`src/rtl/usb_pkt_serializer.sv`:
```
// USB packet serializer: captures a handshake, token or data packet, then
// streams SYNC, PID, body and CRC one bit per cycle toward the bit-stuffer.
module usb_pkt_serializer #(
  parameter int unsigned MAX_BYTES = 8,
  parameter logic [7:0]  SYNC      = 8'b1000_0000
) (
  input  logic                           clk,
  input  logic                           rst_n,
  input  logic                           pkt_valid,
  output logic                           pkt_ready,
  input  logic [1:0]                     pkt_kind,
  input  logic [7:0]                     pid,
  input  logic [10:0]                    tok_field,
  input  logic [8*MAX_BYTES-1:0]         data,
  input  logic [$clog2(MAX_BYTES+1)-1:0] data_len,
  input  logic                           pause,
  input  logic                           sent_pkt,
  output logic                           start,
  output logic                           endr,
  output logic                           s_out,
  output logic                           pkt_done
);

  localparam int LW = $clog2(MAX_BYTES + 1);
  localparam int CW = $clog2(32 + 8 * MAX_BYTES + 1);
  localparam int DW = 8 * MAX_BYTES;

  localparam logic [1:0] KIND_HS   = 2'b00;
  localparam logic [1:0] KIND_TOK  = 2'b01;
  localparam logic [1:0] KIND_DATA = 2'b10;
  localparam logic [1:0] KIND_RSV  = 2'b11;

  typedef enum logic [2:0] {
    S_IDLE,
    S_START,
    S_SHIFT,
    S_CRC,
    S_ENDW
  } state_t;

  state_t          state_q, state_d;
  logic [1:0]      kind_q, kind_d;
  logic [15:0]     hdr_q, hdr_d;     // {PID, SYNC}, shifted out LSB-first
  logic [10:0]     tok_q, tok_d;     // token body, shifted out LSB-first
  logic [DW-1:0]   data_q, data_d;   // payload, shifted out LSB-first
  logic [LW-1:0]   len_q, len_d;
  logic [15:0]     crc_q, crc_d;     // token CRC lives in bits [4:0]
  logic [CW-1:0]   cnt_q, cnt_d;     // bits consumed so far in this packet

  logic [LW-1:0]   len_clamped;
  logic [CW-1:0]   body_len;
  logic [CW-1:0]   body_end;
  logic [CW-1:0]   crc_end;
  logic            is_tok;
  logic            body_bit;
  logic            consume;
  logic            fb;

  // Packet geometry and the current body bit, derived from captured state.
  always_comb begin
    len_clamped = (data_len > LW'(MAX_BYTES)) ? LW'(MAX_BYTES) : data_len;
    is_tok      = (kind_q == KIND_TOK);
    case (kind_q)
      KIND_TOK:  body_len = CW'(11);
      KIND_DATA: body_len = CW'(len_q) << 3;
      default:   body_len = '0;
    endcase
    body_end = CW'(16) + body_len;
    crc_end  = body_end + (is_tok ? CW'(5) : CW'(16));
    body_bit = is_tok ? tok_q[0] : data_q[0];
    consume  = ((state_q == S_SHIFT) || (state_q == S_CRC)) && !pause;
    fb       = body_bit ^ (is_tok ? crc_q[4] : crc_q[15]);
  end

  // Next-state, datapath and output decode.
  always_comb begin
    state_d   = state_q;
    kind_d    = kind_q;
    hdr_d     = hdr_q;
    tok_d     = tok_q;
    data_d    = data_q;
    len_d     = len_q;
    crc_d     = crc_q;
    cnt_d     = cnt_q;
    pkt_ready = 1'b0;
    start     = 1'b0;
    endr      = 1'b0;
    s_out     = 1'b0;
    pkt_done  = 1'b0;

    case (state_q)
      S_IDLE: begin
        pkt_ready = 1'b1;
        if (pkt_valid && (pkt_kind != KIND_RSV)) begin
          kind_d  = pkt_kind;
          hdr_d   = {pid, SYNC};
          tok_d   = tok_field;
          data_d  = data;
          len_d   = len_clamped;
          crc_d   = 16'hFFFF;
          cnt_d   = '0;
          state_d = S_START;
        end
      end

      S_START: begin
        start   = 1'b1;
        state_d = S_SHIFT;
      end

      S_SHIFT: begin
        s_out = (cnt_q < CW'(16)) ? hdr_q[0] : body_bit;
        if (consume) begin
          cnt_d = cnt_q + CW'(1);
          if (cnt_q < CW'(16)) begin
            hdr_d = hdr_q >> 1;
          end else begin
            // Body bit: advance its shift register and the running CRC.
            if (is_tok) begin
              tok_d      = tok_q >> 1;
              crc_d[4:0] = {crc_q[3:0], 1'b0} ^ (fb ? 5'h05 : 5'h00);
            end else begin
              data_d = data_q >> 1;
              crc_d  = {crc_q[14:0], 1'b0} ^ (fb ? 16'h8005 : 16'h0000);
            end
          end
          if (cnt_q == body_end - CW'(1)) begin
            if (kind_q == KIND_HS) begin
              endr    = 1'b1;
              state_d = S_ENDW;
            end else begin
              state_d = S_CRC;
            end
          end
        end
      end

      S_CRC: begin
        // The CRC is sent complemented, most significant bit first.
        s_out = is_tok ? ~crc_q[4] : ~crc_q[15];
        if (consume) begin
          cnt_d = cnt_q + CW'(1);
          crc_d = crc_q << 1;
          if (cnt_q == crc_end - CW'(1)) begin
            endr    = 1'b1;
            state_d = S_ENDW;
          end
        end
      end

      S_ENDW: begin
        if (sent_pkt) begin
          pkt_done = 1'b1;
          cnt_d    = '0;
          state_d  = S_IDLE;
        end else begin
          endr = 1'b1;
        end
      end

      default: state_d = S_IDLE;
    endcase
  end

  // State and datapath registers; reset abandons any packet in flight.
  always_ff @(posedge clk or negedge rst_n) begin
    if (!rst_n) begin
      state_q <= S_IDLE;
      kind_q  <= '0;
      hdr_q   <= '0;
      tok_q   <= '0;
      data_q  <= '0;
      len_q   <= '0;
      crc_q   <= '0;
      cnt_q   <= '0;
    end else begin
      state_q <= state_d;
      kind_q  <= kind_d;
      hdr_q   <= hdr_d;
      tok_q   <= tok_d;
      data_q  <= data_d;
      len_q   <= len_d;
      crc_q   <= crc_d;
      cnt_q   <= cnt_d;
    end
  end

endmodule

```
`config.mk`:
```
export PLATFORM = sky130hd
export DESIGN_NAME = usb_pkt_serializer
export DESIGN_NICKNAME = d
export VERILOG_FILES = /design/src/rtl/usb_pkt_serializer.sv
export SDC_FILE = /design/constraint.sdc
export NUM_CORES = 1
export LEC_CHECK = 0
export BUFFER_PORTS_ARGS = -buffer_cell sky130_fd_sc_hd__clkbuf_2
export CAP_MARGIN = 10
export CELL_PAD_IN_SITES_DETAIL_PLACEMENT = 0
export CELL_PAD_IN_SITES_GLOBAL_PLACEMENT = 1
export CORE_UTILIZATION = 40
export CTS_CLUSTER_SIZE = 20
export DETAILED_ROUTE_END_ITERATION = 8
export HOLD_SLACK_MARGIN = 0.15
export MAX_ROUTING_LAYER = met4
export PLACE_DENSITY = 0.74
export REMOVE_ABC_BUFFERS = 1
export SLEW_MARGIN = 20
export SYNTH_ARGS = -nofsm -noshare
export SYNTH_HDL_FRONTEND = slang
export SYNTH_SLANG_ARGS = --single-unit
```
`constraint.sdc`:
```
create_clock -name clk -period 3.1 [get_ports clk]
set_input_delay 0.31 -clock clk [delete_from_list [all_inputs] [get_ports clk]]
set_output_delay 0.31 -clock clk [all_outputs]
set_load 0.005 [all_outputs]
```
# --- After elaboration in Yosys (flattened, before gate mapping) ---
# Cells that the tools add are included.
totals:
  register_bits: 123
  elab_cells: 113
  inputBits: 94
op_classes:
  addsub: 5
  order_cmp: 2
  n_reduce_logical: 18
  n_eq_ne: 20
  mux: 54
  bitwise: 5
op_table:
  columns: ["operator", "count"]
  rows:
  - ["$mux 64", 4]
  - ["$mux 16", 8]
  - ["$pmux 64 s2", 1]
  - ["$mux 11", 5]
  - ["$pmux 16 s3", 1]
  - ["$pmux 16 s2", 1]
  - ["$mux 3", 8]
  - ["$pmux 11 s2", 1]
  - ["$mux 7", 3]
  - ["$pmux 7 s3", 1]
  - ["$ne 2x2->1 const B", 8]
  - ["$xor 16x16->16", 1]
  - ["$pmux 3 s5", 1]
  - ["$reduce_and 5->1", 3]
  - ["$eq 7x7->1", 2]
  - ["$mux 1", 14]
  - ["$pmux 7 s2", 1]
  - ["$sub 7x1->7 const B", 2]
  - ["$reduce_and 6->1", 2]
  - ["$mux 5", 2]
  - ["$ne 2x1->1 const B", 4]
  - ["$reduce_and 4->1", 2]
  - ["$add 5x7->7 const A", 1]
  - ["$add 7x1->7 const B", 1]
  - ["other kinds (23)", 27]

# --- Logic depth before layout (Yosys ltp) ---
logic_depth:
  word_depth: 9
  ltp_mapped: 13

# --- Worst setup path before layout ---
# OpenSTA, ideal clock, no wires.
synth_path:
  kind: "register to output"
  from: "register kind_q[0]"
  to: "output port endr"
  path_buffers: 1
  slack_ps: 59
  arrival_ps: 2731
  path_stages_with_launch: 13
  cell_sequence: "dfrtp_1 inv_1 ha_1 clkbuf_1 and3_1 ha_1 inv_1 ha_1 and4b_1 nor3_1 mux2_2 nor3_1 a21bo_2"
synth_between:
  elab_chain_len: 9
  word_cells_on_any_way: 17
  classes_between: "add/sub: 4; eq/ne: 4; mux: 8; reduce/logical: 1"
synth_lines:
  columns: ["element", "line", "rtl"]
  rows:
  - ["start: declaration", "42", "logic [1:0] kind_q, kind_d;"]
  - ["start signal: assignment", "178", "kind_q <= kind_d;"]
  - ["$eq 2x2->1 / $eq 2x1->1 (equally long branches)", "63, 62", null]
  - ["$pmux 7 s2", "63", "case (kind_q)"]
  - ["$add 5x7->7", "68", "body_end = CW'(16) + body_len;"]
  - ["$add 7x5->7", "69", "crc_end = body_end + (is_tok ? CW'(5) : CW'(16));"]
  - ["$sub 7x1->7", "144", "if (cnt_q == crc_end - CW'(1)) begin"]
  - ["$eq 7x7->1", "144", null]
  - ["$mux 1", "144", null]
  - ["$mux 1", "141", "if (consume) begin"]
  - ["$pmux 1 s3 (*)", "91", "case (state_q)"]
  - ["end: declaration", "19", "output logic endr,"]
# Every way passes the cells marked *; elsewhere a longest branch is shown, timed or not.

# --- Worst setup path after layout ---
# Ends and elaborated chain as after synthesis.

==> flow_summary_export.csv <==
group,metric,value,unit
synth,synth_top_family_by_area,"simple AND/OR/NAND/NOR gates",
timing,setup_violations,2,
timing,fin_crit_sh,107.7,%
global_routing,antenna_found_initial,0,
detailed_routing,drc,0,
synth,yosys_warnings,0,
die,die_w,127.2,um
critical_path,worst-path-buf-inv,3,
critical_path,end_kind,"output port",
power,finalPower,8.872,mW
run_status,violations,"negative setup slack",
layout,instances_no_fill,984,
global_routing,grtUsageTotal,18.86,%
global_routing,met3_usage,5.360,%
layout,layout_commonest_cell,"dfrtp_1",
synth,synth_xor_xnor_area_share,1.815,%
critical_path,path_delay_family,"adder cells",
timing,setup_slack,-240.1,ps
detailed_routing,firstDrtPassIters,4,
cts,cts_tree,"yes",
power,p_per_area,1116,nW/um^2
global_routing,grt_pass1_vias,4962,
run_status,status,"finished, violations left",
synth,netlist_instances,648,
synth,ys_ff_latch,123,
timing,hold_viol,0,
synth,syn_avg_cell_area,9.681,um^2
timing,fmax,299.4,MHz
power,vdd_drop_max,0.5221,mV
critical_path,start_kind,"register",
critical_path,criticalPathCategory,"reg2out",
synth,async_reset_ff_share,100.0,%
critical_path,cp.required,2790,ps
timing,final.setup.tns,-304.7,ps
layout,diodes,0,
layout,layout-drive-gt1-share,25.49,%
critical_path,cpMostUsedCell,"ha_4",
synth,synth_simple_gate_area_share,15.54,%
cts,cts_made_buffers,17,
critical_path,crit_fanout,4,
synth,synth_top_area_cell,"dfrtp_1",
synth,ys_types,54,
layout,area_growth,26.75,%
worst_hold_path,hp-class,"in2reg",
synth,synth_top_area_share,49.06,%
placed_design,dp_hpwl,8966,um
synth,synth_edf_count,0,
cts,clk_path_buf_depth,2,
detailed_routing,viasPerCell,5.029,
global_routing,grt-busiest-layer,"met2",
timing,max_slew_margin,53.22,%
layout,final_cell_mix,"dfrtp_1 (123), nand2_1 (118), clkbuf_2 (97)",
global_routing,met1_usage,23.39,%
die,dieArea,16190,um^2
timing,rsz0062_at_grt,"true",
synth,synth_top_flop_cell,"dfrtp_1",
layout,fin_util,52.11,%
die,ioPinCount,99,
detailed_routing,wl_per_cell,14.01,um
layout,fin_nets,863,
synth,synth_area,6274,um^2
synth,muxShareOfSynthArea,13.94,%
placed_design,place_inst,929,
synth,yosysSeqAreaShare,49.06,%
global_routing,gr-total-overflow,0,
critical_path,path_cells,"inv_2 > ha_4 > and3_4 > ha_4 > inv_2 > ha_4 > and4b_2 > nor3_2 > mux2_4 > nor3_4 > a21bo_2 > clkbuf_2",
placed_design,port_buffers,98,
power,leakage,4.024,nW
cts,ctsHtreeMaxLevel,4,
synth,synth-adder-area-share,1.795,%
timing,finalMaxSlewViolations,0,
cts,cts.sinks,123,
critical_path,crit_path_max_incr_delay,400,ps
die,start_util,41.12,%
die,coreArea,15260,um^2
die,num_rows,45,
timing,tightest_slew,697.6,ps
critical_path,slowest_stage,"dfrtp_1",
die,die_h,127.2,um
global_routing,grt_start_max_net_pins,90,
run,drv_cap,0,
cts,path_clk_slew,60,ps
detailed_routing,routed_wl,13790,um
placed_design,gp_congestion,0.8588,
cts,clockRootBuffer,"clkbuf_16",
cts,clkLatencyLatePin,410,ps
detailed_routing,vias,4949,
global_routing,grt_pass1_wl,23430,um
timing,fin_skew,7.908,ps
detailed_routing,ant_nets,0,
timing,min_period,3340,ps
critical_path,arrival,3030,ps
synth,synth.area.top_cells,"dfrtp_1 (49%), mux2i_1 (13%), nand2_1 (7.1%), o21ai_0 (5.3%), nor2_1 (2.6%)",
detailed_routing,dr.first_iter.drc_count,277,
global_routing,grt_util_met2,29.57,%
synth,synth_compound_area_share,13.96,%
## synthesized netlist by cell type (4+ instances only)
cell type	count
inv_1	6
mux2i_1	84
nor2b_1	5
a21oi_1	20
nand3_1	10
buf_6	4
nand2_1	119
ha_1	9
o21ai_0	66
o2111ai_1	5
dfrtp_1	123
clkbuf_1	20
and3_1	6
o21ai_1	32
a31oi_1	5
nor3_1	7
buf_2	15
nor2_1	44
xor2_1	5
nand3b_1	5
xnor2_1	8
## registers in the layout, summed over array words and instances, names as in the netlist
register,cells
state_q,3
kind_q,2
hdr_q,16
len_q,4
tok_q,11
cnt_q,7
data_q,64
crc_q,16
## per-stage QoR
| stage | hold slack [ps] | setup WS [ps] | area [um^2] |
|---|---|---|---|
| 2_1_floorplan | 14.41 | -8001 | 6052 |
| 3_3_place_gp | 368.6 | 1.844 | 6989 |
| 3_5_place_dp | 373.8 | -37.54 | 6989 |
| 4_1_cts | 154.1 | -182.2 | 7864 |
| 5_1_grt | 175.7 | -356.5 | 7951 |
| 6_report | 170.9 | -240.1 | 7951 |
## worst reg2reg max path: stages (launching register included)
cell       delay [ps]
dfrtp_1           400
inv_2             120
ha_4              230
and3_4            190
buf_6             120
xnor2_2           130
ha_1              310
xor2_1            160
xnor2_1           250
buf_4             160
buf_6              80
buf_6              80
buf_6              80
buf_6              90
buf_6              80
buf_6              80
o2111ai_2          80
o311ai_1          270
nand3_1           100
## metal layers
metal | up-vias | wire [um]
li1 | 2483 | -
met1 | 2345 | 6324
met5 | - | 0
met2 | 102 | 6570
met3 | 19 | 637
met4 | 0 | 256
## area by class of cell
cell class,count,area [um^2]
clock buffers,22,474.2
clock inverters,10,115.1
fillers,1406,7307
inverters,6,22.52
multi-input cells,475,3131
flip-flops and latches,123,3078
well taps,211,264.0
repair buffers,137,867.1
## cells by family after synthesis
family	count (synthesis)
simple gates	216
compound gates	150
mux	87
buf+inv	50
flops	123
xor+xnor	13
fa+ha+maj	9
## power by group
group,internal [mW],switching (mW),leakage (nW)
Sequential,2.29,0.473,1.55
Combinational,1.99,2.17,2.19
Clock,1.25,0.705,0.283
Total,5.52,3.35,4.02
## repair_timing
item,CTS,global route
hold buffers,7,0
buffers inserted,13,4
endpoints found under the hold margin,53,0
pin swaps,9,13
gates resized for setup,23,15
endpoints found under the setup margin,1,2
## path summary, 6_finish.rpt
path,start,to,slack [ps],cells after the start
setup / recovery,kind_q[0]$_DFFE_PN0P_,endr,-240,12
hold / removal,data[29],data_q[29]$_DFFE_PN0P_,170,3
setup reg to reg,kind_q[0]$_DFFE_PN0P_,state_q[0]$_DFFE_PN0P_,-60,18
hold reg to reg,hdr_q[2]$_DFFE_PN0P_,hdr_q[2]$_DFFE_PN0P_,470,2
max in group asynchronous,rst_n,tok_q[8]$_DFFE_PN0P_,1770,3
min in group asynchronous,rst_n,data_q[14]$_DFFE_PN0P_,520,2
Power figures use the tool's default switching activity.
